<file path="src/rtl/tx_inband_pkg.sv">
// ---------------------------------------------------------------------------
// tx_inband_pkg
//
// Purpose: definitions shared by the usbclk-side TX inband path. This package
//          holds the header word field positions, the payload size limit, the
//          command channel code and the packet state encoding.
//
// Ports:   none (package).
//
// Optional build macro: TX_CHAN_ROUTER_TIMESTAMP_EN. It is used by
// tx_chan_router and does not change anything in this package.
// ---------------------------------------------------------------------------
package tx_inband_pkg;

  // Header word 0 field positions
  localparam int LEN_MSB  = 8;
  localparam int LEN_LSB  = 0;
  localparam int CHAN_MSB = 20;
  localparam int CHAN_LSB = 16;
  localparam int SOB_BIT  = 28;
  localparam int EOB_BIT  = 27;

  localparam int LEN_W  = LEN_MSB - LEN_LSB + 1;
  localparam int CHAN_W = CHAN_MSB - CHAN_LSB + 1;

  // Words 2..127 carry payload: 126 words * 4 bytes
  localparam int MAX_PAYLOAD_BYTES = 504;
  localparam int CMD_CHAN_CODE     = 31;

  // 128-word packets, so the word counter wraps naturally at 127 -> 0
  localparam int WCNT_W = 7;
  localparam int PW_W   = 7;

  typedef logic [1:0] pkt_state_t;

  localparam logic [1:0] ST_HDR     = 2'd0;
  localparam logic [1:0] ST_TS      = 2'd1;
  localparam logic [1:0] ST_PAYLOAD = 2'd2;
  localparam logic [1:0] ST_DISCARD = 2'd3;

endpackage

</file>
<file path="src/rtl/tx_hdr_decode.sv">
// ---------------------------------------------------------------------------
// tx_hdr_decode
//
// Purpose: decodes the header fields of a packet without any registers. It
//          computes the payload word count and decides whether the packet's
//          target (a data channel or the command channel) can take the packet.
//
// Ports:
//   len_i          in  LEN_W     header length field, in bytes
//   chan_i         in  CHAN_W    header channel field
//   chan_space_i   in  NUM_CHAN  per-channel "room for one packet" flags
//   cmd_space_i    in  1         same flag for the command FIFO
//   pw_o           out PW_W      payload words, ceil(len/4)
//   is_cmd_o       out 1         channel field selects the command port
//   target_valid_o out 1         length legal and the target has room
//
// Optional build macro: TX_CHAN_ROUTER_TIMESTAMP_EN. It is not used here.
// With the macro defined, the space flags mean room for 127 words instead of
// 126. The check itself stays the same.
// ---------------------------------------------------------------------------
module tx_hdr_decode
  import tx_inband_pkg::*;
#(
  parameter int NUM_CHAN = 2,
  parameter int CMD_CHAN = CMD_CHAN_CODE
) (
  input  logic [LEN_W-1:0]    len_i,
  input  logic [CHAN_W-1:0]   chan_i,
  input  logic [NUM_CHAN-1:0] chan_space_i,
  input  logic                cmd_space_i,
  output logic [PW_W-1:0]     pw_o,
  output logic                is_cmd_o,
  output logic                target_valid_o
);

  logic [NUM_CHAN-1:0] chan_hit;
  logic                len_ok;

  // ceil(len/4). Only len > 508 overflows 7 bits, and that length is
  // rejected by len_ok anyway.
  assign pw_o = len_i[LEN_W-1:2] + {{(PW_W-1){1'b0}}, |len_i[1:0]};

  assign len_ok   = (len_i <= LEN_W'(MAX_PAYLOAD_BYTES));
  assign is_cmd_o = (chan_i == CHAN_W'(CMD_CHAN));

  // A channel code at or above NUM_CHAN matches no hit bit, so it can only
  // be valid as the command channel.
  for (genvar gi = 0; gi < NUM_CHAN; gi++) begin : g_hit
    assign chan_hit[gi] = (chan_i == CHAN_W'(gi)) && chan_space_i[gi];
  end

  assign target_valid_o = len_ok && ((|chan_hit) || (is_cmd_o && cmd_space_i));

endmodule

</file>
<file path="src/rtl/tx_chan_router.sv">
// ---------------------------------------------------------------------------
// tx_chan_router
//
// Purpose: packet-level router on the usbclk side of the TX inband path.
//          It takes 128-word (512-byte) USB packets one word per in_wr. It
//          parses header word 0 and sends the payload words to one of the
//          NUM_CHAN data FIFOs or to the command FIFO. Packets that are
//          malformed, or whose target has no room, are dropped and counted.
//
// Ports:
//   usbclk      in  1         clock
//   reset       in  1         synchronous active-high reset
//   in_wr       in  1         in_data valid strobe
//   in_data     in  32        packed USB word
//   chan_space  in  NUM_CHAN  data FIFO can take a full packet payload
//   cmd_space   in  1         command FIFO can take a full packet payload
//   chan_wr     out NUM_CHAN  one-hot data FIFO write strobe
//   cmd_wr      out 1         command FIFO write strobe
//   out_data    out 32        write data
//   out_sop     out 1         first word written for the packet
//   out_eop     out 1         last word written for the packet
//   pkt_active  out 1         a packet is in progress (state != HDR)
//   drop_count  out 16        saturating count of dropped packets
//
// Optional build macro: TX_CHAN_ROUTER_TIMESTAMP_EN.
//   Defined:   the timestamp word (word 1) is written first and carries
//              out_sop. A zero-length packet then writes only the timestamp,
//              with out_sop and out_eop both set.
//   Undefined: the timestamp is discarded. out_sop marks the first payload
//              word.
// ---------------------------------------------------------------------------
module tx_chan_router
  import tx_inband_pkg::*;
#(
  parameter int NUM_CHAN  = 2,
  parameter int PKT_WORDS = 128,
  parameter int CMD_CHAN  = CMD_CHAN_CODE
) (
  input  logic                usbclk,
  input  logic                reset,
  input  logic                in_wr,
  input  logic [31:0]         in_data,
  input  logic [NUM_CHAN-1:0] chan_space,
  input  logic                cmd_space,
  output logic [NUM_CHAN-1:0] chan_wr,
  output logic                cmd_wr,
  output logic [31:0]         out_data,
  output logic                out_sop,
  output logic                out_eop,
  output logic                pkt_active,
  output logic [15:0]         drop_count
);

  localparam logic [WCNT_W-1:0] WCNT_LAST = WCNT_W'(PKT_WORDS - 1);

  // Packet tracking state
  pkt_state_t        state_q,    state_d;
  logic [WCNT_W-1:0] wcnt_q,     wcnt_d;
  logic [PW_W-1:0]   rem_q,      rem_d;
  logic [CHAN_W-1:0] chan_q,     chan_d;
  logic              is_cmd_q,   is_cmd_d;
  logic              sop_pend_q, sop_pend_d;
  logic [15:0]       drop_q,     drop_d;

  // Registered write port
  logic [NUM_CHAN-1:0] chan_wr_q, chan_wr_d;
  logic                cmd_wr_q,  cmd_wr_d;
  logic [31:0]         data_q,    data_d;
  logic                sop_q,     sop_d;
  logic                eop_q,     eop_d;

  logic wr_en;

  // Header decode, used only while state is HDR
  logic [PW_W-1:0] hdr_pw;
  logic            hdr_is_cmd;
  logic            hdr_valid;

  tx_hdr_decode #(
    .NUM_CHAN (NUM_CHAN),
    .CMD_CHAN (CMD_CHAN)
  ) u_hdr_decode (
    .len_i          (in_data[LEN_MSB:LEN_LSB]),
    .chan_i         (in_data[CHAN_MSB:CHAN_LSB]),
    .chan_space_i   (chan_space),
    .cmd_space_i    (cmd_space),
    .pw_o           (hdr_pw),
    .is_cmd_o       (hdr_is_cmd),
    .target_valid_o (hdr_valid)
  );

  always_comb begin
    state_d    = state_q;
    wcnt_d     = wcnt_q;
    rem_d      = rem_q;
    chan_d     = chan_q;
    is_cmd_d   = is_cmd_q;
    sop_pend_d = sop_pend_q;
    drop_d     = drop_q;
    wr_en      = 1'b0;
    sop_d      = 1'b0;
    eop_d      = 1'b0;

    if (in_wr) begin
      wcnt_d = wcnt_q + WCNT_W'(1);

      case (state_q)
        ST_HDR: begin
          chan_d   = in_data[CHAN_MSB:CHAN_LSB];
          is_cmd_d = hdr_is_cmd;
          rem_d    = hdr_pw;
          if (hdr_valid) begin
            state_d = ST_TS;
          end else begin
            state_d = ST_DISCARD;
            if (drop_q != 16'hFFFF) begin
              drop_d = drop_q + 16'd1;
            end
          end
        end

        ST_TS: begin
`ifdef TX_CHAN_ROUTER_TIMESTAMP_EN
          wr_en      = 1'b1;
          sop_d      = 1'b1;
          eop_d      = (rem_q == '0);
          sop_pend_d = 1'b0;
`else
          // The first payload word carries sop
          sop_pend_d = 1'b1;
`endif
          // Zero-length packets are legal. They are swallowed without
          // counting a drop.
          state_d = (rem_q != '0) ? ST_PAYLOAD : ST_DISCARD;
        end

        ST_PAYLOAD: begin
          wr_en      = 1'b1;
          sop_d      = sop_pend_q;
          sop_pend_d = 1'b0;
          rem_d      = rem_q - PW_W'(1);
          if (rem_q == PW_W'(1)) begin
            eop_d   = 1'b1;
            state_d = ST_DISCARD;
          end
        end

        default: begin
          // DISCARD: swallow words until the word counter wraps
        end
      endcase

      // The word counter wrap realigns to the next header in every state. The
      // longest payload ends exactly on word 127, so no write is cut off.
      if (wcnt_q == WCNT_LAST) begin
        state_d = ST_HDR;
      end
    end
  end

  for (genvar gi = 0; gi < NUM_CHAN; gi++) begin : g_chan_wr
    assign chan_wr_d[gi] = wr_en && !is_cmd_q && (chan_q == CHAN_W'(gi));
  end

  assign cmd_wr_d = wr_en && is_cmd_q;
  assign data_d   = wr_en ? in_data : data_q;

  always_ff @(posedge usbclk) begin
    if (reset) begin
      state_q    <= ST_HDR;
      wcnt_q     <= '0;
      rem_q      <= '0;
      chan_q     <= '0;
      is_cmd_q   <= 1'b0;
      sop_pend_q <= 1'b0;
      drop_q     <= '0;
      chan_wr_q  <= '0;
      cmd_wr_q   <= 1'b0;
      data_q     <= '0;
      sop_q      <= 1'b0;
      eop_q      <= 1'b0;
    end else begin
      state_q    <= state_d;
      wcnt_q     <= wcnt_d;
      rem_q      <= rem_d;
      chan_q     <= chan_d;
      is_cmd_q   <= is_cmd_d;
      sop_pend_q <= sop_pend_d;
      drop_q     <= drop_d;
      chan_wr_q  <= chan_wr_d;
      cmd_wr_q   <= cmd_wr_d;
      data_q     <= data_d;
      sop_q      <= sop_d;
      eop_q      <= eop_d;
    end
  end

  assign chan_wr    = chan_wr_q;
  assign cmd_wr     = cmd_wr_q;
  assign out_data   = data_q;
  assign out_sop    = sop_q;
  assign out_eop    = eop_q;
  assign pkt_active = (state_q != ST_HDR);
  assign drop_count = drop_q;

endmodule

</file>
<file path="config.mk">
export PLATFORM = sky130hd
export DESIGN_NAME = tx_chan_router
export DESIGN_NICKNAME = d
export VERILOG_FILES = /design/src/rtl/tx_inband_pkg.sv /design/src/rtl/tx_hdr_decode.sv /design/src/rtl/tx_chan_router.sv
export SDC_FILE = /design/constraint.sdc
export NUM_CORES = 1
export LEC_CHECK = 0
export CAP_MARGIN = 40
export CORE_MARGIN = 3
export CORE_UTILIZATION = 45
export CTS_BUF_LIST = sky130_fd_sc_hd__clkbuf_4 sky130_fd_sc_hd__clkbuf_8
export DETAILED_ROUTE_END_ITERATION = 10
export GPL_ROUTABILITY_DRIVEN = 0
export PLACE_DENSITY = 0.79
export SLEW_MARGIN = 10
export SYNTH_ARGS = -nofsm -noshare
export SYNTH_HDL_FRONTEND = slang
export SYNTH_HIERARCHICAL = 1
export SYNTH_SLANG_ARGS = --single-unit
</file>
<file path="constraint.sdc">
create_clock -name usbclk -period 3.5 [get_ports usbclk]
set_clock_uncertainty 0.1 [all_clocks]
set_input_delay 1.05 -clock usbclk [delete_from_list [all_inputs] [get_ports usbclk]]
set_output_delay 1.05 -clock usbclk [all_outputs]
set_load 0.02 [all_outputs]
</file>
### Word level (Yosys, flattened, before mapping)

Index checks and enable logic that the tools add are counted.
W data, S select, Z words.

| storage, ports and cells | value |
|---|---|
| flip-flop bits (word level) | 76 |
| bits of input ports | 38 |

| cells by class | value |
|---|---|
| add/sub/neg operators | 4 |
| $lt $le $gt $ge | 1 |
| equal/unequal tests | 9 |
| multiplexer cells | 10 |
| bitwise gates (word level) | 3 |
| reductions and logical operators | 26 |

Operator list:

| cell | count |
|---|---|
| $add A16 B1 Y16 const B | 1 |
| $ne A16 B16 Y1 const B | 1 |
| $pmux W7 S2 | 1 |
| $eq A5 B1 Y1 const B | 2 |
| $logic_not A5 Y1 | 2 |
| $le A9 B9 Y1 const B | 1 |
| $logic_and A1 B1 Y1 | 8 |
| $add A7 B1 Y7 | 1 |
| $add A7 B1 Y7 const B | 1 |
| $eq A7 B1 Y1 const B | 1 |
| $eq A7 B7 Y1 const B | 1 |
| $reduce_bool A7 Y1 | 1 |
| $sub A7 B1 Y7 const B | 1 |
| $mux W2 | 3 |
| $pmux W2 S3 | 1 |
| $reduce_and A2 Y1 | 3 |
| $reduce_bool A2 Y1 | 3 |
| $eq A5 B5 Y1 const B | 1 |
| $mux W1 | 4 |
| $reduce_and A4 Y1 | 1 |
| $reduce_bool A4 Y1 | 1 |
| $reduce_or A2 Y1 | 2 |
| $ne A3 B3 Y1 const B | 1 |
| $not A1 Y1 | 3 |
| 8 further kinds | 8 |

### Longest topological paths before layout

| logic depth | value |
|---|---|
| depth in word-level cells | 8 |
| depth in mapped cells | 8 |

### By module

The synthesis kept the hierarchy.

By module, submodules not included:

| module | instances | cells an instance | area an instance (um^2) |
|---|---|---|---|
| tx_chan_router | 1 | 390 | 3239.4 |
| tx_hdr_decode | 1 | 22 | 163.9 |

### Worst setup path before layout

OpenSTA, ideal clock, no wires.

| timing | value |
|---|---|
| path type | input -> register |
| start point | input port in_data[16] |
| end point | register drop_q[14] (netlist: drop_count[14]) |
| arrival time | 2.575 ns |
| slack | 0.704 ns |
| stages on the path | 7 |
| buffers on the path | 0 |
| path through | mux2_2 > a2bb2oi_1 > a31oi_1 > and3b_1 > nand3_1 > nor4_1 > mux2_2 |

| between the ends | value |
|---|---|
| cells in the longest elaborated chain, start to end | 7 |
| elaborated cells between the ends (all ways) | 11 |

RTL lines:

| element | line | source |
|---|---|---|
| start: declaration | tx_chan_router.sv:42 | `input logic [31:0] in_data,` |
| $eq A5 B1 Y1 / $logic_not A5 Y1 (equally long branches) | tx_hdr_decode.sv:49 | `assign chan_hit[gi] = (chan_i == CHAN_W'(gi)) && chan_space_i[gi];` |
| $logic_and A1 B1 Y1 | tx_hdr_decode.sv:49 |  |
| $reduce_or A2 Y1 | tx_hdr_decode.sv:52 | `assign target_valid_o = len_ok && ((\|chan_hit) \|\| (is_cmd_o && cmd_space_i));` |
| $logic_or A1 B1 Y1 * | tx_hdr_decode.sv:52 |  |
| $logic_and A1 B1 Y1 * | tx_hdr_decode.sv:52 |  |
| net hdr_valid | tx_chan_router.sv:77 | `logic hdr_valid;` |
| $not A1 Y1 (no source line) * | n/a |  |
| $reduce_and A4 Y1 (no source line) * | n/a |  |
| end signal: assignment | tx_chan_router.sv:189 | `drop_q <= drop_d;` |
| end: declaration | tx_chan_router.sv:63 | `logic [15:0] drop_q, drop_d;` |

The timed path passes the listed nets; every way through them passes the cells marked *.
A chain may end at the register's enable or synchronous reset.

### Worst setup path in the final report

| timing | value |
|---|---|
| start point | input port in_data[16] |
| end point | register drop_q[15] (netlist: drop_count[15]) |

Same word-level chain as after synthesis.

==> run metrics <==
static leakage about 0.0017 uW; part of the Yosys area used for sequential elements between 40% and 50%; Die Span Y 93.0 um; power density over the cells 556 nW/um^2; peak supply drop 0.351 mV; number of buffers added by the clock tree synthesis step 9; routed wire length 8660 um; share of synthesized registers carrying an async set or reset 0%; Pins Over Slew Limit 0; initial antenna violation count 0; Hold Path Depth 2; number of cells produced by synthesis 412; average cell area after synthesis 8.26 um^2; effective utilization at floorplan 46.7%; arrival time at the worst endpoint around 3.3 ns; placeable core region around 7300 um^2; RSZ-0062 raised after global routing false; number of top-level pins between 90 and 100; Port Buffer Count just over 90; average wire length per cell after detail routing ~14 um; global route total overflow 0; Die Span X 93.0 um; per-cell via count in the routed design 5.43; reg2reg setup slack 1.39 ns; via count 3314; share of the cycle needed by the critical path after routing about nine tenths; Post-route DRC 0; endpoint of the worst-slack reg-to-reg timing path rem_q[6]; most instantiated flip-flop cell in the synthesis netlist sky130_fd_sc_hd__dfxtp_1; final-report hold violation count 0; Post-Place Cell Area roughly 4500 um^2; number of inserted diodes 0; worst hold endpoint chan_q[3]; Syn-to-layout area delta 37.7%; source of the worst register-to-register timing path rem_q[0]; number of global-route vias before repair 3150; pin count of the biggest net entering global routing 47; fillcell total 649; Slew HR 45.5%; post-synth cell types 50; top library cells by usage in the layout, fill and taps aside 90 x sky130_fd_sc_hd__clkdlybuf4s50_1, 88 x sky130_fd_sc_hd__nand2_1, 76 x sky130_fd_sc_hd__dfxtp_1; Worst Hold Class flip-flop to flip-flop; leading cell type in the layout, fill and taps excluded sky130_fd_sc_hd__clkdlybuf4s50_1; Clock transition at path regs 0.08 ns; global-route wire length before repair between 10000 and 15000 um; WHS 0.352 ns; synthesis-stage register bit count 76; number of gates resized after CTS 0; Worst-Skew Late Latency 0.35 ns; remaining antenna violation count after routing 0; time the worst path needs with I/O delays and setup 3.12 ns; length in cells of the worst reg-to-reg path 6; number of setup violations in the final report 0; count of nets after finishing 554; count of max-cap constraint violations 0; total standard cell area after synthesis 3400 um^2; first-pass detailed-route iteration total 4; number of levels in the clock H-tree 3; required time worst endpoint 3.68 ns; startpoint type of the worst setup path primary input; post-layout instance area 4690 um^2; fraction of final layout cells sized beyond drive strength 1 under 10%; achievable clock frequency between 300 and 400 MHz; master cell of the clock root buffer sky130_fd_sc_hd__clkbuf_8; number of buffers added for setup after CTS 0; Clock Sink Count 76; Post-CTS Hold Buffers 0; hold_sp chan_q[3]; EDFF count, synth 0; biggest fanout along the worst timing path 4; HPWL after detailed placement 6290 um; total number of placement rows 31; Synthesized Nets 460; transition at the pin with the smallest max-transition slack approximately 0.82 ns; global-route usage over all layers about 20%; Worst setup EP type flip-flop; Critical Setup Path Class primary input to flip-flop; setup tns final 0 ns; synthesis warning total 6; maximum buffer depth of the clock tree 2; TritonCTS clock tree done; Initial DRC Count 132; outcome completed; die footprint 8640 um^2
flip-flops by register name, indices dropped and copies added (netlist names):
signal / cells
cmd_wr: 1
chan_wr: 2
is_cmd_q: 1
sop_pend_q: 1
state_q: 2
chan_q: 5
rem_q: 7
out_data: 32
out_sop: 1
wcnt_q: 7
out_eop: 1
drop_count: 16
per-stage QoR:
stage	setup WS, ns	instances	total power, uW	util [%]
5_1_grt	0.284	610	2760	64.3
6_report	0.382	610	2600	64.3
2_1_floorplan	0.704	412	1570	-
4_1_cts	0.403	610	2630	64.3
3_3_place_gp	0.123	594	1850	61.2
3_5_place_dp	0.0146	594	1870	61.2
synthesized netlist by cell type, types with 5 or more instances:
cell type,n,area share [%]
sky130_fd_sc_hd__a21oi_1,59,8.7
sky130_fd_sc_hd__o21ai_0,13,1.9
sky130_fd_sc_hd__nor4_1,5,0.92
sky130_fd_sc_hd__mux2i_1,5,1.5
sky130_fd_sc_hd__and3_1,5,0.92
sky130_fd_sc_hd__nand4_1,7,1.3
sky130_fd_sc_hd__xnor2_1,5,1.3
sky130_fd_sc_hd__ha_1,10,3.7
sky130_fd_sc_hd__inv_1,11,1.2
sky130_fd_sc_hd__dfxtp_1,76,45
sky130_fd_sc_hd__xor2_1,6,1.5
sky130_fd_sc_hd__or3_1,9,1.7
sky130_fd_sc_hd__nor2_1,17,1.9
sky130_fd_sc_hd__nand3_1,17,2.5
sky130_fd_sc_hd__o31ai_1,8,1.8
sky130_fd_sc_hd__nand2_1,88,9.7
sky130_fd_sc_hd__clkbuf_1,17,1.9
sky130_fd_sc_hd__or4_1,9,2.0
cell type report:
cell class	instances	area, um^2	share of cell area, %
Timing Repair Buffer	104	1020	21.7
Tap cell	99	124	2.64
Clock inverter	6	87.6	1.87
Inverter	11	41.3	0.881
Clock buffer	10	138	2.94
Multi-Input combinational cell	304	1760	37.5
Sequential cell	76	1520	32.5
worst max path at each step:
stage / cells after the start / startpoint / endpoint
after floorplan: 7 / in_data[16] / drop_count[14]
after global placement: 8 / in_data[16] / drop_count[9]
after detailed placement: 8 / in_data[16] / drop_count[14]
after CTS: 8 / in_data[16] / drop_count[14]
after global routing: 8 / in_data[6] / drop_count[14]
final: 8 / in_data[16] / drop_count[15]
critical path, cell delays in order:
cell                              delay (ns)
sky130_fd_sc_hd__clkdlybuf4s50_1        0.48
sky130_fd_sc_hd__mux2_2                 0.35
sky130_fd_sc_hd__a2bb2oi_1              0.14
sky130_fd_sc_hd__a31oi_1                0.11
sky130_fd_sc_hd__and4b_1                0.37
sky130_fd_sc_hd__nand4_2                0.13
sky130_fd_sc_hd__or4_1                  0.49
sky130_fd_sc_hd__a21oi_1                0.18
metal layers:
metal / track usage (%) / vias to the layer above / part of all wire (%)
met4: 9.77 / 0 / 2.4
met2: 34.1 / 66 / 50
met1: 25.3 / 1582 / 44
met5: 0 / - / 0
met3: 3.49 / 18 / 3.6
li1: - / 1648 / -
cells by family after synthesis:
family          share of synthesized area [%]
compound gates                           17.6
mux                                      2.13
buf+inv                                  3.64
simple gates                             25.4
flops                                    44.7
fa+ha+maj                                3.68
xor+xnor                                 2.83
power by group:
group | internal (uW) | switching [uW]
clock | 421 | 326
combinational | 362 | 447
sequential | 971 | 76.9
total | 1750 | 849
Note: power is estimated with default switching activity, not from simulation.
